==> config.mk <==
export PLATFORM = sky130hd
export DESIGN_NAME = sensor_timing_gen
export DESIGN_NICKNAME = d
export VERILOG_FILES = /design/src/rtl/sensor_timing_gen.sv
export SDC_FILE = /design/constraint.sdc
export NUM_CORES = 1
export LEC_CHECK = 0
export CAP_MARGIN = 20
export CORE_MARGIN = 2
export CORE_UTILIZATION = 45
export DETAILED_ROUTE_END_ITERATION = 8
export PLACE_DENSITY = 0.7
export SLEW_MARGIN = 10
export SYNTH_ARGS = -nofsm -noshare
export SYNTH_HDL_FRONTEND = slang
export SYNTH_SLANG_ARGS = --single-unit
==> constraint.sdc <==
create_clock -name clk -period 5.88 [get_ports clk]
set_input_delay 1.764 -clock clk [delete_from_list [all_inputs] [get_ports clk]]
set_output_delay 1.764 -clock clk [all_outputs]
set_load 0.02 [all_outputs]
==> src/rtl/sensor_timing_gen.sv <==
// Sensor timing generator: divided sensor clock plus a tick-paced frame sequencer
// (START / EXPOSE / GAP / READ) producing sst, otrig and frame bookkeeping.
module sensor_timing_gen #(
  parameter int DIV      = 8,
  parameter int CW       = 32,
  parameter int ST_LEN   = 5,
  parameter int GAP_LEN  = 88,
  parameter int READ_LEN = 286,
  parameter int FCW      = 16
) (
  input  logic           clk,
  input  logic           reset,
  input  logic           en,
  input  logic           mode_cont,
  input  logic           start,
  input  logic           abort,
  input  logic [CW-1:0]  exposure,
  output logic           sclk,
  output logic           sst,
  output logic           otrig,
  output logic           busy,
  output logic           frame_done,
  output logic [FCW-1:0] frame_cnt,
  output logic [2:0]     dbg_state
);

  localparam int DW = (DIV > 2) ? $clog2(DIV) : 1;

  typedef enum logic [2:0] {
    S_IDLE   = 3'd0,
    S_START  = 3'd1,
    S_EXPOSE = 3'd2,
    S_GAP    = 3'd3,
    S_READ   = 3'd4
  } state_t;

  state_t        state;
  logic [DW-1:0] div_cnt;
  logic [CW-1:0] cnt;
  logic [CW-1:0] exp_lat;
  logic          pending;
  logic          tick;
  logic          go;
  logic          cnt_zero;

  assign tick      = (div_cnt == DW'(DIV - 1));
  assign go        = pending | (mode_cont & en);
  assign cnt_zero  = (cnt == '0);
  assign dbg_state = state;

  // Divider is never gated so sclk keeps running between frames.
  always_ff @(posedge clk or posedge reset) begin
    if (reset) begin
      div_cnt <= '0;
      sclk    <= 1'b0;
    end else begin
      div_cnt <= tick ? '0 : div_cnt + 1'b1;
      sclk    <= (div_cnt < DW'(DIV / 2));
    end
  end

  always_ff @(posedge clk or posedge reset) begin
    if (reset) begin
      state      <= S_IDLE;
      cnt        <= '0;
      exp_lat    <= '0;
      pending    <= 1'b0;
      sst        <= 1'b0;
      otrig      <= 1'b0;
      frame_done <= 1'b0;
      busy       <= 1'b0;
      frame_cnt  <= '0;
    end else begin
      otrig      <= 1'b0;
      frame_done <= 1'b0;
      busy       <= (state != S_IDLE) || pending;
      if (abort) begin
        state   <= S_IDLE;
        sst     <= 1'b0;
        pending <= 1'b0;
      end else begin
        if (state == S_IDLE && start && en) pending <= 1'b1;
        // Every phase change waits for a tick; the counter runs down to zero first.
        if (tick) begin
          unique case (state)
            S_IDLE: begin
              if (go) begin
                state   <= S_START;
                sst     <= 1'b1;
                cnt     <= CW'(ST_LEN);
                exp_lat <= exposure;
                pending <= 1'b0;
              end
            end
            S_START: begin
              if (!cnt_zero) cnt <= cnt - 1'b1;
              else begin
                state <= S_EXPOSE;
                cnt   <= exp_lat;
              end
            end
            S_EXPOSE: begin
              if (!cnt_zero) cnt <= cnt - 1'b1;
              else begin
                state <= S_GAP;
                sst   <= 1'b0;
                cnt   <= CW'(GAP_LEN);
              end
            end
            S_GAP: begin
              if (!cnt_zero) cnt <= cnt - 1'b1;
              else begin
                state <= S_READ;
                otrig <= 1'b1;
                cnt   <= CW'(READ_LEN);
              end
            end
            S_READ: begin
              if (!cnt_zero) cnt <= cnt - 1'b1;
              else begin
                frame_done <= 1'b1;
                frame_cnt  <= frame_cnt + 1'b1;
                // Back-to-back frames skip IDLE so sst rises alongside frame_done.
                if (mode_cont && en) begin
                  state   <= S_START;
                  sst     <= 1'b1;
                  cnt     <= CW'(ST_LEN);
                  exp_lat <= exposure;
                end else begin
                  state <= S_IDLE;
                end
              end
            end
            default: state <= S_IDLE;
          endcase
        end
      end
    end
  end

endmodule

* Yosys cells after proc, flatten, opt, wreduce, memory -nomap -nowiden
Index checks and enable logic that the tools add are counted.
** Cells by class
- Add/subtract/negate cells :: 3
- Order comparisons :: 1
- Equality and inequality tests :: 15
- Mux-type cells :: 40
- Bitwise logic cells :: 3
- Reduce and logical (&&, ||, !) cells :: 16
** Operator list (count)
- 32-bit two-way mux :: 9
- 32-bit case mux with 5 select lines :: 1
- 32-bit case mux with 2 select lines :: 1
- 32-bit logical NOT :: 1
- 32-bit by 1-bit subtractor with 32-bit output (second input constant) :: 1
- 3-bit two-way mux :: 8
- 3-bit != test (second input constant) :: 7
- 1-bit two-way mux :: 19
- 6-bit AND reduction :: 3
- 16-bit by 1-bit adder with 16-bit output (second input constant) :: 1
- 3-bit case mux with 5 select lines :: 1
- 3-bit by 2-bit equality test with 1-bit output (second input constant) :: 2
- 3-bit equality test (second input constant) :: 2
- 2-bit != test (second input constant) :: 3
- 5-bit AND reduction :: 1
- 5-bit nonzero test :: 1
- 4-bit AND reduction :: 1
- 2-bit nonzero test :: 2
- 4-bit nonzero test :: 1
- 3-bit by 1-bit adder with 3-bit output (second input constant) :: 1
- 3-bit by 1-bit equality test with 1-bit output (second input constant) :: 1
- 1-bit logical AND :: 3
- 3-bit logical NOT :: 1
- 3-bit less-than comparator (second input constant) :: 1
- other kinds (6) :: 6
** Word-level totals
- Flip-flop bits (word level) :: 92
- Input port bits :: 38
- Output and inout bits :: 24
- Logic and storage cells :: 89

* Longest topological paths before layout
- Depth in word-level cells :: 8
- Depth in mapped cells :: 11

* Worst setup path after synthesis
OpenSTA, ideal clock, no wires.
- Path type :: input -> register
- From :: input abort
- To :: register cnt[13]
- Arrival :: 3209 ps
- Required time :: 5730 ps
- Setup slack :: 2522 ps
- Stages :: 7
- Path through :: nor2b_1 -> clkbuf_1 -> o311ai_1 -> a21oi_1 -> clkbuf_1 -> o21ai_0 -> o2bb2ai_1
** On the way
- Word-level cells in the longest chain between the ends :: 2
** RTL lines
- start, declared :: line 16 : input logic abort,
- 1-bit NOT (no line)
- 5-bit AND reduction (no line)
- end signal, assigned :: line 90 : cnt <= CW'(ST_LEN);
- end signal, assigned :: line 96 : if (!cnt_zero) cnt <= cnt - 1'b1;
- end signal, assigned :: line 99 : cnt <= exp_lat;
- end, declared :: line 39 : logic [CW-1:0] cnt;
No other way between the ends.
A chain may end at the register's enable or synchronous reset.

* Worst setup path in the final report
- From :: input abort
- To :: register cnt[0]
The elaborated chain is that of the path after synthesis.

==> flow_metrics.py <==
metrics = {
    "global_routing": {
        "antenna_found_initial": 0,
        "grt_pass1_vias": 4061,
        "grt_overflow": 0,
        "grt_max_degree": 64,
        "grt_usage": 0.218,
        "grt_pass1_wl_um": 20200,
    },
    "synthesis": {
        "synthFlopType": "dfrtp_1",
        "syn_inst": 487,
        "syn_nets": 529,
        "synth.distinct_cells": 66,
        "synth.yosys.seq_area_share": 0.460,
        "yosysTopAreaCellShare": 0.460,
        "synth-edff-count": 0,
        "ys_seq_elements": 92,
        "yosysWarnings": 0,
        "synth.area.top_cells": "dfrtp_1 46%, mux2_4 9.0%, o21ai_0 3.8%, nand2_1 2.7%, nor2_1 2.6%",
        "yosys.area.top_type": "dfrtp_1",
        "syn_avg_cell_area_sq_um": 10.3,
        "async_flop_share": 1.00,
        "syn_area_sq_um": 5000,
    },
    "power": {
        "p_leak_nw": 2.57,
        "power_density_nw_per_um2": 236,
        "vdd_drop_max_uv": 136,
    },
    "hold_path": {
        "worstHoldPathCells": 1,
        "hold_path.class": "flip-flop to flip-flop",
        "hold_end": "div_cnt[0]",
        "worstHoldStart": "div_cnt[0]",
    },
    "floorplan": {
        "die_h_um": 109,
        "start_util": 0.461,
        "die-area_sq_um": 12000,
        "die_x_um": 109,
        "core_sq_um": 10800,
        "row_count": 38,
        "ios": 62,
    },
    "sta": {
        "fmax_mhz": 245,
        "post-route-period-util": 0.695,
        "fin_worst_hold_slack_ns": 0.428,
        "tightest_slew_ns": 0.974,
        "final-setup-viol-count": 0,
        "slew_viol_final": 0,
        "finalSetupTns_ns": 0,
        "hold_viol_final": 0,
        "period_minus_slack_ns": 4.09,
        "slew_headroom": 0.349,
        "skew_ns": 0.00952,
        "rsz0062_at_grt": "no",
    },
    "setup_path": {
        "worst-path-max-fanout": 26,
        "r2r_end": "cnt[0]",
        "r2r_slack_ns": 2.47,
        "timing.rr.start": "cnt[0]",
        "required_ns": 6.10,
        "cp_num_cells": 7,
        "crit_buf_inv": 2,
        "crit_family": "compound AO/OA/AOI/OAI gates",
        "worstRegToRegCells": 8,
        "crit_path_end_kind": "flip-flop",
        "crit_arrival_ns": 4.31,
        "cpMaxStageDelayCell": "a2111oi_0",
        "crit_type": "primary input to flip-flop",
        "start_kind": "primary input",
        "cp_cell_sequence": "clkdlybuf4s50_1, nor2b_1, o311ai_1, clkbuf_2, a21o_1, a2111oi_0, a21oi_1",
        "slowest_delay_ns": 0.52,
    },
    "placement": {
        "gp_congestion": 0.918,
        "io_buffers": 61,
        "dp_hpwl_um": 8420,
    },
    "clock_tree": {
        "cts_num_sinks": 92,
        "cts_hold_buf": 0,
        "clock_latency_ns": 0.36,
        "cts-root-buf": "clkbuf_8",
        "cts_tree": "yes",
        "cts_setup_buffers": 0,
        "cts_resized": 0,
        "clk_pin_slew_worst_paths_ns": 0.10,
        "htree_levels": 3,
        "cts_buffer_depth": 2,
        "cts_buffers": 9,
    },
    "routing": {
        "drt_iter0_drc": 326,
        "via_per_inst": 6.14,
        "wl_per_cell_um": 18.2,
        "vias": 4185,
        "drt_drc_violations_left": 0,
        "ant_nets": 0,
        "first_pass_iters": 6,
        "routed_wl_um": 12400,
    },
    "cells_and_area": {
        "layout_commonest_cell": "dfrtp_1",
        "drive_gt1_frac": 0.131,
        "finalNetCount": 580,
        "synthToLayoutAreaGrowth_pct": 18.3,
        "final_cell_mix": "92 x dfrtp_1, 61 x clkdlybuf4s50_1, 38 x o21ai_0, 36 x nand2_1, 34 x nor2_1",
        "insertedDiodeCount": 0,
    },
    "run": {
        "maxCapViolCount": 0,
    },
    "status": {
        "run_status": "completed",
    },
}
how the worst max path moves through the flow:
stage	from	to	slack, ns
floorplan	reset	busy	1.72
global placement	en	cnt[0]	1.45
detailed placement	en	cnt[0]	1.34
CTS	en	cnt[0]	1.71
global route	abort	cnt[0]	1.62
finish	abort	cnt[0]	1.79
routing by layer:
layer  vias to the layer above  routed length (um)  global-route usage
met2                       223                5900               0.348
met3                        28                1030              0.0379
met5                         -                   0                   0
met1                      2031                5140               0.288
met4                         0                 344               0.105
li1                       1903                   -                   -
final cells by class:
class | instances | area (sq um)
Timing Repair Buffer | 67 | 653
Tap cell | 140 | 175
Multi-Input combinational cell | 353 | 2510
Clock buffer | 9 | 124
Inverter | 15 | 58.8
Fill cell | 978 | 4930
Sequential cell | 92 | 2300
Clock inverter | 6 | 88.8
where the power goes:
part	total, mW	switching, mW	internal (mW)
clock	0.480	0.242	0.238
sequential	0.726	0.0442	0.681
combinational	0.193	0.0913	0.101
flip-flops by register name (all words and copies together) (netlist names):
| signal | cells |
|---|---|
| frame_cnt | 16 |
| cnt | 32 |
| otrig | 1 |
| pending | 1 |
| dbg_state | 3 |
| frame_done | 1 |
| sclk | 1 |
| busy | 1 |
| exp_lat | 32 |
| div_cnt | 3 |
| sst | 1 |
cell usage after synthesis, drive strengths merged (5+ instances only):
| cell | count |
|---|---|
| nor4 | 15 |
| or3 | 10 |
| a31oi | 10 |
| xor2 | 6 |
| o2bb2ai | 8 |
| nand2 | 36 |
| xnor2 | 9 |
| inv | 15 |
| and3 | 10 |
| mux2 | 33 |
| a21oi | 17 |
| nor3 | 23 |
| nand3 | 17 |
| clkbuf | 15 |
| dfrtp | 92 |
| a211oi | 10 |
| buf | 12 |
| nand4 | 9 |
| nor2 | 34 |
| a211o | 5 |
| o21ai | 42 |
worst register-to-register path: cells and delay by family (launching register included):
family,cells,cell delay (ns)
simple gates,3,1.48
fa+ha+maj,1,0.21
buf+inv,1,0.09
flops,1,0.42
compound gates,3,1.15
metrics by stage:
stage	std cells	power, mW	area (sq um)	setup slack, ns	utilization
after floorplan	487	0.856	5000	1.72	-
after global placement	665	0.921	5690	1.45	0.525
after detailed placement	665	0.928	5690	1.34	0.525
after CTS	680	1.40	5900	1.71	0.544
after global routing	682	1.46	5910	1.62	0.546
final	682	1.40	5910	1.79	0.546
cells by family (layout without fill, tap and decap cells):
family / count (synthesis) / count (layout) / share of synthesized area
AO/OA/AOI/OAI: 126 / 126 / 0.167
XOR/XNOR: 15 / 15 / 0.0263
adder cells (fa/ha/maj): 4 / 4 / 0.0100
buffers and inverters: 42 / 97 / 0.0383
flip-flops: 92 / 92 / 0.460
multiplexers: 33 / 33 / 0.0968
AND/OR/NAND/NOR: 175 / 175 / 0.201
Note: power is estimated with default switching activity, not from simulation.
